==> src/rtl/terminal_fifo_bank_if.sv <==
// terminal_fifo_bank_if: host/bus-side signal bundle of the per-terminal FIFO bank.
// Every signal is indexed [bus][terminal]; data signals add a [width] dimension.
// The master modport is the host/bus agent side, the slave modport is the FIFO bank.
interface terminal_fifo_bank_if #(
    parameter int bits    = 1,
    parameter int drivers = 4,
    parameter int width   = 32
);
    // host side of the TX FIFO
    logic [bits-1:0][drivers-1:0]             wr_i;
    logic [bits-1:0][drivers-1:0][width-1:0]  wr_data_i;
    logic [bits-1:0][drivers-1:0]             tx_full_o;
    // bus side of the TX FIFO
    logic [bits-1:0][drivers-1:0]             pndng_o;
    logic [bits-1:0][drivers-1:0][width-1:0]  d_pop_o;
    logic [bits-1:0][drivers-1:0]             pop_i;
    // bus side of the RX FIFO
    logic [bits-1:0][drivers-1:0]             push_i;
    logic [bits-1:0][drivers-1:0][width-1:0]  d_push_i;
    // host side of the RX FIFO
    logic [bits-1:0][drivers-1:0]             rd_i;
    logic [bits-1:0][drivers-1:0]             rx_vld_o;
    logic [bits-1:0][drivers-1:0][width-1:0]  rd_data_o;
    // sticky per-terminal error flags
    logic [bits-1:0][drivers-1:0]             ovf_o;
    logic [bits-1:0][drivers-1:0]             udf_o;

    modport master (
        output wr_i, wr_data_i, pop_i, push_i, d_push_i, rd_i,
        input  tx_full_o, pndng_o, d_pop_o, rx_vld_o, rd_data_o, ovf_o, udf_o
    );

    modport slave (
        input  wr_i, wr_data_i, pop_i, push_i, d_push_i, rd_i,
        output tx_full_o, pndng_o, d_pop_o, rx_vld_o, rd_data_o, ovf_o, udf_o
    );
endinterface

==> src/rtl/terminal_fifo_bank.sv <==
// terminal_fifo_bank: one TX FIFO (host writes, bus pops) and one RX FIFO
// (bus pushes, host reads) per terminal, per bus. Heads are first-word-fall-through
// and read as zero while the FIFO is empty. ovf/udf are sticky per terminal and
// shared by its TX and RX sides.
// Optional feature macro: TFB_DEST_FILTER_EN -- when defined, an RX push is kept
// only if its destination id (top 8 bits) equals the terminal index or broadcast;
// a filtered push is dropped silently without raising ovf.

// Single circular-buffer FIFO with drop/underflow event outputs.
module terminal_fifo_bank_fifo #(
    parameter int width = 32,
    parameter int depth = 8
) (
    input  logic             clk_i,
    input  logic             rst_n_i,
    input  logic             wr,
    input  logic [width-1:0] wr_data,
    input  logic             rd,
    output logic [width-1:0] rd_data,
    output logic             vld,
    output logic             full,
    output logic             ovf_evt,
    output logic             udf_evt
);
    localparam int aw = $clog2(depth);

    logic [width-1:0] mem_r [depth];
    logic [aw-1:0]    wptr_r;
    logic [aw-1:0]    rptr_r;
    logic [aw:0]      count_r;
    logic [aw-1:0]    wptr_nxt_s;
    logic [aw-1:0]    rptr_nxt_s;
    logic [aw:0]      count_nxt_s;
    logic             full_s;
    logic             empty_s;
    logic             wr_acc_s;
    logic             rd_acc_s;

    // Occupancy decode and accept rules: a write into a full FIFO is still
    // taken when the same cycle frees a slot with an accepted read.
    always_comb begin
        full_s   = (count_r == (aw+1)'(depth));
        empty_s  = (count_r == (aw+1)'(1'b0));
        rd_acc_s = rd & ~empty_s;
        wr_acc_s = wr & (~full_s | rd);
    end

    // Next pointer/count values; count moves only when exactly one side is accepted.
    always_comb begin
        wptr_nxt_s  = wptr_r;
        rptr_nxt_s  = rptr_r;
        count_nxt_s = count_r;
        if (wr_acc_s) begin
            wptr_nxt_s = wptr_r + aw'(1'b1);
        end else begin
            wptr_nxt_s = wptr_r;
        end
        if (rd_acc_s) begin
            rptr_nxt_s = rptr_r + aw'(1'b1);
        end else begin
            rptr_nxt_s = rptr_r;
        end
        case ({wr_acc_s, rd_acc_s})
            2'b10:   count_nxt_s = count_r + (aw+1)'(1'b1);
            2'b01:   count_nxt_s = count_r - (aw+1)'(1'b1);
            default: count_nxt_s = count_r;
        endcase
    end

    // Pointer and count registers; reset empties the FIFO immediately.
    always_ff @(posedge clk_i or negedge rst_n_i) begin
        if (!rst_n_i) begin
            wptr_r  <= aw'(1'b0);
            rptr_r  <= aw'(1'b0);
            count_r <= (aw+1)'(1'b0);
        end else begin
            wptr_r  <= wptr_nxt_s;
            rptr_r  <= rptr_nxt_s;
            count_r <= count_nxt_s;
        end
    end

    // Storage array; contents are intentionally left unreset.
    always_ff @(posedge clk_i) begin
        if (wr_acc_s) begin
            mem_r[wptr_r] <= wr_data;
        end
    end

    // When full, wptr equals rptr, so a write+read in that cycle overwrites the
    // slot whose old value is the one being popped this same cycle.
    assign rd_data = empty_s ? {width{1'b0}} : mem_r[rptr_r];
    assign vld     = ~empty_s;
    assign full    = full_s;
    assign ovf_evt = wr & ~wr_acc_s;
    assign udf_evt = rd & empty_s;
endmodule

// Bank of per-terminal TX/RX FIFO pairs with sticky error flags.
module terminal_fifo_bank #(
    parameter int         bits      = 1,
    parameter int         drivers   = 4,
    parameter int         width     = 32,
    parameter int         depth     = 8,
    parameter logic [7:0] broadcast = 8'hFF
) (
    input  logic                 clk_i,
    input  logic                 rst_n_i,
    input  logic                 clr_err_i,
    terminal_fifo_bank_if.slave  fb
);
    for (genvar b = 0; b < bits; b++) begin : g_bus
        for (genvar d = 0; d < drivers; d++) begin : g_term
            logic push_ok_s;
            logic dest_ok_s;
            logic tx_ovf_s;
            logic tx_udf_s;
            logic rx_ovf_s;
            logic rx_udf_s;
            logic unused_rx_full_s;
            logic ovf_r;
            logic udf_r;

            assign dest_ok_s = (fb.d_push_i[b][d][width-1 -: 8] == 8'(d)) ||
                               (fb.d_push_i[b][d][width-1 -: 8] == broadcast);

`ifdef TFB_DEST_FILTER_EN
            // A push addressed elsewhere never reaches the FIFO, so it cannot overflow.
            assign push_ok_s = fb.push_i[b][d] & dest_ok_s;
`else
            logic unused_dest_s;
            assign unused_dest_s = dest_ok_s;
            assign push_ok_s     = fb.push_i[b][d];
`endif

            terminal_fifo_bank_fifo #(
                .width (width),
                .depth (depth)
            ) u_tx (
                .clk_i   (clk_i),
                .rst_n_i (rst_n_i),
                .wr      (fb.wr_i[b][d]),
                .wr_data (fb.wr_data_i[b][d]),
                .rd      (fb.pop_i[b][d]),
                .rd_data (fb.d_pop_o[b][d]),
                .vld     (fb.pndng_o[b][d]),
                .full    (fb.tx_full_o[b][d]),
                .ovf_evt (tx_ovf_s),
                .udf_evt (tx_udf_s)
            );

            terminal_fifo_bank_fifo #(
                .width (width),
                .depth (depth)
            ) u_rx (
                .clk_i   (clk_i),
                .rst_n_i (rst_n_i),
                .wr      (push_ok_s),
                .wr_data (fb.d_push_i[b][d]),
                .rd      (fb.rd_i[b][d]),
                .rd_data (fb.rd_data_o[b][d]),
                .vld     (fb.rx_vld_o[b][d]),
                .full    (unused_rx_full_s),
                .ovf_evt (rx_ovf_s),
                .udf_evt (rx_udf_s)
            );

            // Sticky error flags; a new event in the clear cycle keeps the flag set.
            always_ff @(posedge clk_i or negedge rst_n_i) begin
                if (!rst_n_i) begin
                    ovf_r <= 1'b0;
                    udf_r <= 1'b0;
                end else begin
                    ovf_r <= (ovf_r & ~clr_err_i) | tx_ovf_s | rx_ovf_s;
                    udf_r <= (udf_r & ~clr_err_i) | tx_udf_s | rx_udf_s;
                end
            end

            assign fb.ovf_o[b][d] = ovf_r;
            assign fb.udf_o[b][d] = udf_r;
        end
    end
endmodule

==> src/flat_wrapper.sv <==
// flat-port wrapper written by rule: the top's interface ports become plain ports
module terminal_fifo_bank_flat 
#(
    parameter int         bits      = 1,
    parameter int         drivers   = 4,
    parameter int         width     = 32,
    parameter int         depth     = 8,
    parameter logic [7:0] broadcast = 8'hFF
)
  (clk_i, rst_n_i, clr_err_i, fb_wr_i, fb_wr_data_i, fb_pop_i, fb_push_i, fb_d_push_i, fb_rd_i, fb_tx_full_o, fb_pndng_o, fb_d_pop_o, fb_rx_vld_o, fb_rd_data_o, fb_ovf_o, fb_udf_o);
  terminal_fifo_bank_if #(.bits(bits), .drivers(drivers), .width(width)) fb_i ();
  input  logic clk_i;
  input  logic rst_n_i;
  input  logic clr_err_i;
  input wire logic [$bits(fb_i.wr_i)-1:0] fb_wr_i;
  input wire logic [$bits(fb_i.wr_data_i)-1:0] fb_wr_data_i;
  input wire logic [$bits(fb_i.pop_i)-1:0] fb_pop_i;
  input wire logic [$bits(fb_i.push_i)-1:0] fb_push_i;
  input wire logic [$bits(fb_i.d_push_i)-1:0] fb_d_push_i;
  input wire logic [$bits(fb_i.rd_i)-1:0] fb_rd_i;
  output wire logic [$bits(fb_i.tx_full_o)-1:0] fb_tx_full_o;
  output wire logic [$bits(fb_i.pndng_o)-1:0] fb_pndng_o;
  output wire logic [$bits(fb_i.d_pop_o)-1:0] fb_d_pop_o;
  output wire logic [$bits(fb_i.rx_vld_o)-1:0] fb_rx_vld_o;
  output wire logic [$bits(fb_i.rd_data_o)-1:0] fb_rd_data_o;
  output wire logic [$bits(fb_i.ovf_o)-1:0] fb_ovf_o;
  output wire logic [$bits(fb_i.udf_o)-1:0] fb_udf_o;
  assign fb_i.wr_i = fb_wr_i;
  assign fb_i.wr_data_i = fb_wr_data_i;
  assign fb_i.pop_i = fb_pop_i;
  assign fb_i.push_i = fb_push_i;
  assign fb_i.d_push_i = fb_d_push_i;
  assign fb_i.rd_i = fb_rd_i;
  assign fb_tx_full_o = fb_i.tx_full_o;
  assign fb_pndng_o = fb_i.pndng_o;
  assign fb_d_pop_o = fb_i.d_pop_o;
  assign fb_rx_vld_o = fb_i.rx_vld_o;
  assign fb_rd_data_o = fb_i.rd_data_o;
  assign fb_ovf_o = fb_i.ovf_o;
  assign fb_udf_o = fb_i.udf_o;
  terminal_fifo_bank #(.bits(bits), .drivers(drivers), .width(width), .depth(depth), .broadcast(broadcast)) u_core (.clk_i(clk_i), .rst_n_i(rst_n_i), .clr_err_i(clr_err_i), .fb(fb_i));
endmodule
==> config.mk <==
export PLATFORM = sky130hd
export DESIGN_NAME = terminal_fifo_bank_flat
export DESIGN_NICKNAME = d
export VERILOG_FILES = /design/src/rtl/terminal_fifo_bank_if.sv /design/src/rtl/terminal_fifo_bank.sv /design/src/flat_wrapper.sv
export SDC_FILE = /design/constraint.sdc
export NUM_CORES = 2
export LEC_CHECK = 0
export CORE_AREA = 5 5 749 380
export DETAILED_ROUTE_END_ITERATION = 12
export DIE_AREA = 0 0 754 385
export GPL_TIMING_DRIVEN = 0
export PLACE_DENSITY = 0.51
export SLEW_MARGIN = 10
export SYNTH_ARGS = -nofsm -noshare
export SYNTH_HDL_FRONTEND = slang
export SYNTH_SLANG_ARGS = --single-unit
==> constraint.sdc <==
create_clock -name clk_i -period 4.6 [get_ports clk_i]
set_clock_uncertainty 0.2 [all_clocks]
set_input_delay 0.69 -clock clk_i [delete_from_list [all_inputs] [get_ports clk_i]]
set_output_delay 0.69 -clock clk_i [all_outputs]
set_load 0.01 [all_outputs]
==> results.md <==
Final layout:
- In the final layout, the share of cells above drive strength 1 is 0.2505.
- Across the whole layout, storage elements account for 0.06370 mm².
- The filler cell count is 25,205.
- The area occupied by multi-input gates is 0.01837 mm².
- The synthesis-to-finish area growth is 23.23%.
- The number of nets in the layout is 5,036.
- For this run, the number of standard cells in the final layout without fillers is 8,573.
- The finished cells cover 0.1018 mm².

Logic synthesis:
- Yosys printed 0 warnings.
- The flip-flop and latch count after synthesis is 2,136.
- The share of synthesized area in the top cell type comes to 0.7442.
- The count of distinct cell types in the synthesized netlist is 49.
- By area the synthesized netlist is led by edfxtp_1 (74%), mux4_2 (14%), mux2i_1 (3.1%), dfrtp_1 (2.7%), nor2_1 (1.4%).
- A synthesized cell averages 21.87 µm².
- The post-synth net total is 4,093.
- Of the synthesized area, sequential elements account for 0.7709.
- The number of synthesized flops with an enable pin is 2,048.
- The leading register cell type out of synthesis is edfxtp_1.
- In the synthesized netlist, the number of instances is 3,778.
- Summed over all instances, the cell type with the most area after synthesis is edfxtp_1.
- The netlist area before placement is 0.08264 mm².
- Counting flops with an async set or reset pin after synthesis yields a share of 0.04120.

Critical path:
- Traced cell by cell, the critical path runs through buf_2, buf_4, mux4_2, mux2i_1, nor2_1, clkdlybuf4s50_1.
- STA classifies the critical path endpoint as an output pin.
- In this design, the stage delay of the slowest critical-path cell is 560 ps.
- The maximum fanout encountered on the critical timing path is 10.
- The worst setup path is of the flip-flop to output pin kind.
- Data on the critical path is required at its endpoint by 3710 ps.
- The critical path launch point type is a flip-flop.
- The worst endpoint data arrival time is 3500 ps.
- The cell at the slowest stage of the critical path is mux4_2.

Route:
- The per-cell via count in the routed design is 4.749.
- The number of vias in the routed layout is 40,713.
- The detailed-route wire length per cell is 25.74 µm.
- In this run, the number of DRC markers left after iteration 0 of detailed routing was 3,701.
- The final layout contains routed wiring with a total length of 220,700 µm.
- The remaining antenna violation count is 0.
- The length of the first detailed-routing pass in iterations is 5.
- The number of DRC violations after detailed routing is 0.

Floorplan:
- Pin placement for this block handled 551 I/O pins.
- The die is 385 µm tall.
- The die outline area is 0.2903 mm².
- The core outline area is 0.2772 mm².
- The die boundary width is 754 µm.
- The effective utilization at floorplan is 0.2981.
- The total number of placement rows is 137.

Global route:
- The via count of the first global-routing pass is 41,655.
- The global-route wire length before repair is 313,500 µm.
- The maximum number of pins on one net before global-route repair is 56.
- The initial antenna violation count was 26.
- The overall overflow remaining after global route is 0.
- In the global route stage, overall resource usage came out at 0.1483.

Timing:
- After layout, the worst setup slack is 207.4 ps.
- The shortest period the worst path allows is 4393 ps.
- Setup violations remaining at the end of the flow were counted as 0.
- The share of the clock period used by the worst path after layout is 0.9549.
- The tightest hold path in the finished design has a slack of 182.7 ps.
- At the pin with the least slew margin, the transition time is 1119 ps.
- The max-slew violation count is 0.
- The total count of hold-check failures in the final report is 0.
- The worst slew margin relative to its limit is 0.2482.
- The highest clock frequency the design can meet is 227.7 MHz.

Outcome:
- The run finished with clean final reports.

Clock tree:
- The root buffer selected by CTS is clkbuf_16.
- The tree built by TritonCTS fans out to 2,136 sinks.
- Clock-pin slew was measured on the worst setup and hold paths at 70 ps.
- The H-tree generated during clock tree synthesis spans 4 levels.
- The CTS tree is done.
- In this run, CTS created clock tree buffers numbering 199.
- The clock reaches the later pin of the worst-skew pair after 850 ps.
- The largest buffer count on any clock path is 4.

Power and ir drop:
- The maximum vdd ir drop is 0.2841 mV.
- The total power is 66.59 mW.
- The analysis attributes to cell leakage a power of 33.28 nW.
- In this run the power density over the cells is 654.0 mW/mm².

Placement:
- The number of placed instances, taps included is 8,197.
- The detailed-placement wirelength estimate is 157,500 µm.
- The placement-stage worst setup slack is 277.9 ps.
- The count of port buffers added during placement is 550.
- The instance area after placement is 0.09531 mm².
- Routability-driven placement finished with a final weighted congestion of 0.7530.

Worst hold path:
- The path class of the tightest hold or removal check is primary input to async pin.

Flow run:
- Max-cap violations in this run came to 0.
-- registers in the layout, summed over array words and instances, names as in the netlist --
signal,cells
u_core.g_bus.g_term.u_rx.mem_r,1024
u_core.g_bus.g_term.u_tx.mem_r,1024
u_core.g_bus.g_term.u_rx.count_r,16
u_core.g_bus.g_term.u_tx.count_r,16
u_core.g_bus.g_term.u_rx.rptr_r,12
u_core.g_bus.g_term.u_rx.wptr_r,12
u_core.g_bus.g_term.u_tx.rptr_r,12
u_core.g_bus.g_term.u_tx.wptr_r,12
u_core.g_bus.g_term.ovf_r,4
u_core.g_bus.g_term.udf_r,4
-- logic make-up after synthesis --
group | share of synthesized area
AO/OA/AOI/OAI | 0.003967
XOR/XNOR | 0.007525
adder cells (fa/ha/maj) | 0.006056
buffers and inverters | 0.01251
flip-flops | 0.7709
multiplexers | 0.1734
AND/OR/NAND/NOR | 0.02566
-- timing repair --
item,4_1_cts,5_1_grt
gates resized for setup,59,44
setup buffers,3,2
pin swaps,1,1
hold endpoints to repair,33,0
setup endpoints to repair,226,72
hold buffers,1,0
-- through the flow --
| stage | TNS [ps] | util |
|---|---|---|
| 6_report | 0 | 0.3674 |
| 5_1_grt | -6.506 | 0.3673 |
| 4_1_cts | 0 | 0.3669 |
| 3_5_place_dp | 0 | 0.3439 |
| 3_3_place_gp | -4137140 | 0.3348 |
| 2_1_floorplan | 0 | - |
-- final timing paths --
kind	from	depth (start not counted)	slack [ps]	endpoint
worst max-delay path	u_core.g_bus[0].g_term[2].u_rx.rptr_r[0]	6	210	fb_rd_data_o[86]
worst min-delay path	rst_n_i	2	180	u_core.g_bus[0].g_term[3].u_tx.rptr_r[1]
worst max register to register	u_core.g_bus[0].g_term[2].u_rx.count_r[2]	8	1220	u_core.g_bus[0].g_term[2].u_rx.mem_r[1][22]
worst min register to register	u_core.g_bus[0].g_term[3].udf_r	2	310	u_core.g_bus[0].g_term[3].udf_r
max in group asynchronous	rst_n_i	3	3210	u_core.g_bus[0].g_term[1].u_tx.wptr_r[2]
min in group clk_i	fb_wr_i[1]	2	310	u_core.g_bus[0].g_term[1].ovf_r
-- cell usage after synthesis, drive strengths merged, types with 7 or more instances --
master	n
edfxtp	2048
mux4	512
nor2	304
mux2i	256
buf	148
dfrtp	88
clkbuf	52
nand2	44
ha	40
xnor2	37
nor3	34
xor2	34
inv	32
nand2b	29
mux2	20
a21oi	15
o21ai	14
nor4	12
nor3b	8
and2	7
-- critical path: cells and delay by family (launching register included) --
kind,cells,cell delay [ps]
AND/OR/NAND/NOR,1,130
multiplexers,2,990
buffers and inverters,3,1190
flip-flops,1,360
-- power breakdown --
part           switching [mW]  internal, mW  total (mW)
clock network            7.29          8.87        16.2
registers                1.03          24.4        25.4
logic                    13.3          11.6        25.0
-- area by class of cell --
| class | count | area share |
|---|---|---|
| Sequential cell | 2136 | 0.6256 |
| Multi-Input combinational cell | 1410 | 0.1804 |
| Antenna cell | 12 | 0.0002949 |
| Buffer | 200 | 0.01079 |
| Tap cell | 3683 | 0.04525 |
| Clock buffer | 259 | 0.05230 |
| Inverter | 32 | 0.001180 |
| Timing Repair Buffer | 742 | 0.07547 |
| Clock inverter | 99 | 0.008699 |
-- routing by layer --
metal | vias up | track usage | wire length, µm
met2 | 946 | 0.2104 | 94970
met3 | 258 | 0.02996 | 11720
met4 | 20 | 0.03441 | 4621
met5 | - | 0 | 136
li1 | 17417 | - | -
met1 | 22072 | 0.2316 | 109200
-- placed cells by master (no fill, tap or decap), drive strengths merged, types with 14 or more instances in the layout --
cell / netlist / layout
clkinv: 0 / 73
xor2: 34 / 34
mux4: 512 / 512
mux2: 20 / 20
nand2: 44 / 44
clkbuf: 52 / 336
xnor2: 37 / 37
dfrtp: 88 / 88
inv: 32 / 40
nand2b: 29 / 29
buf: 148 / 308
ha: 40 / 40
mux2i: 256 / 256
clkdlybuf4s50: 0 / 549
o21ai: 14 / 14
nor2: 304 / 304
nor3: 34 / 34
a21oi: 15 / 15
edfxtp: 2048 / 2048
No activity file was read; power rests on OpenSTA's default activity.
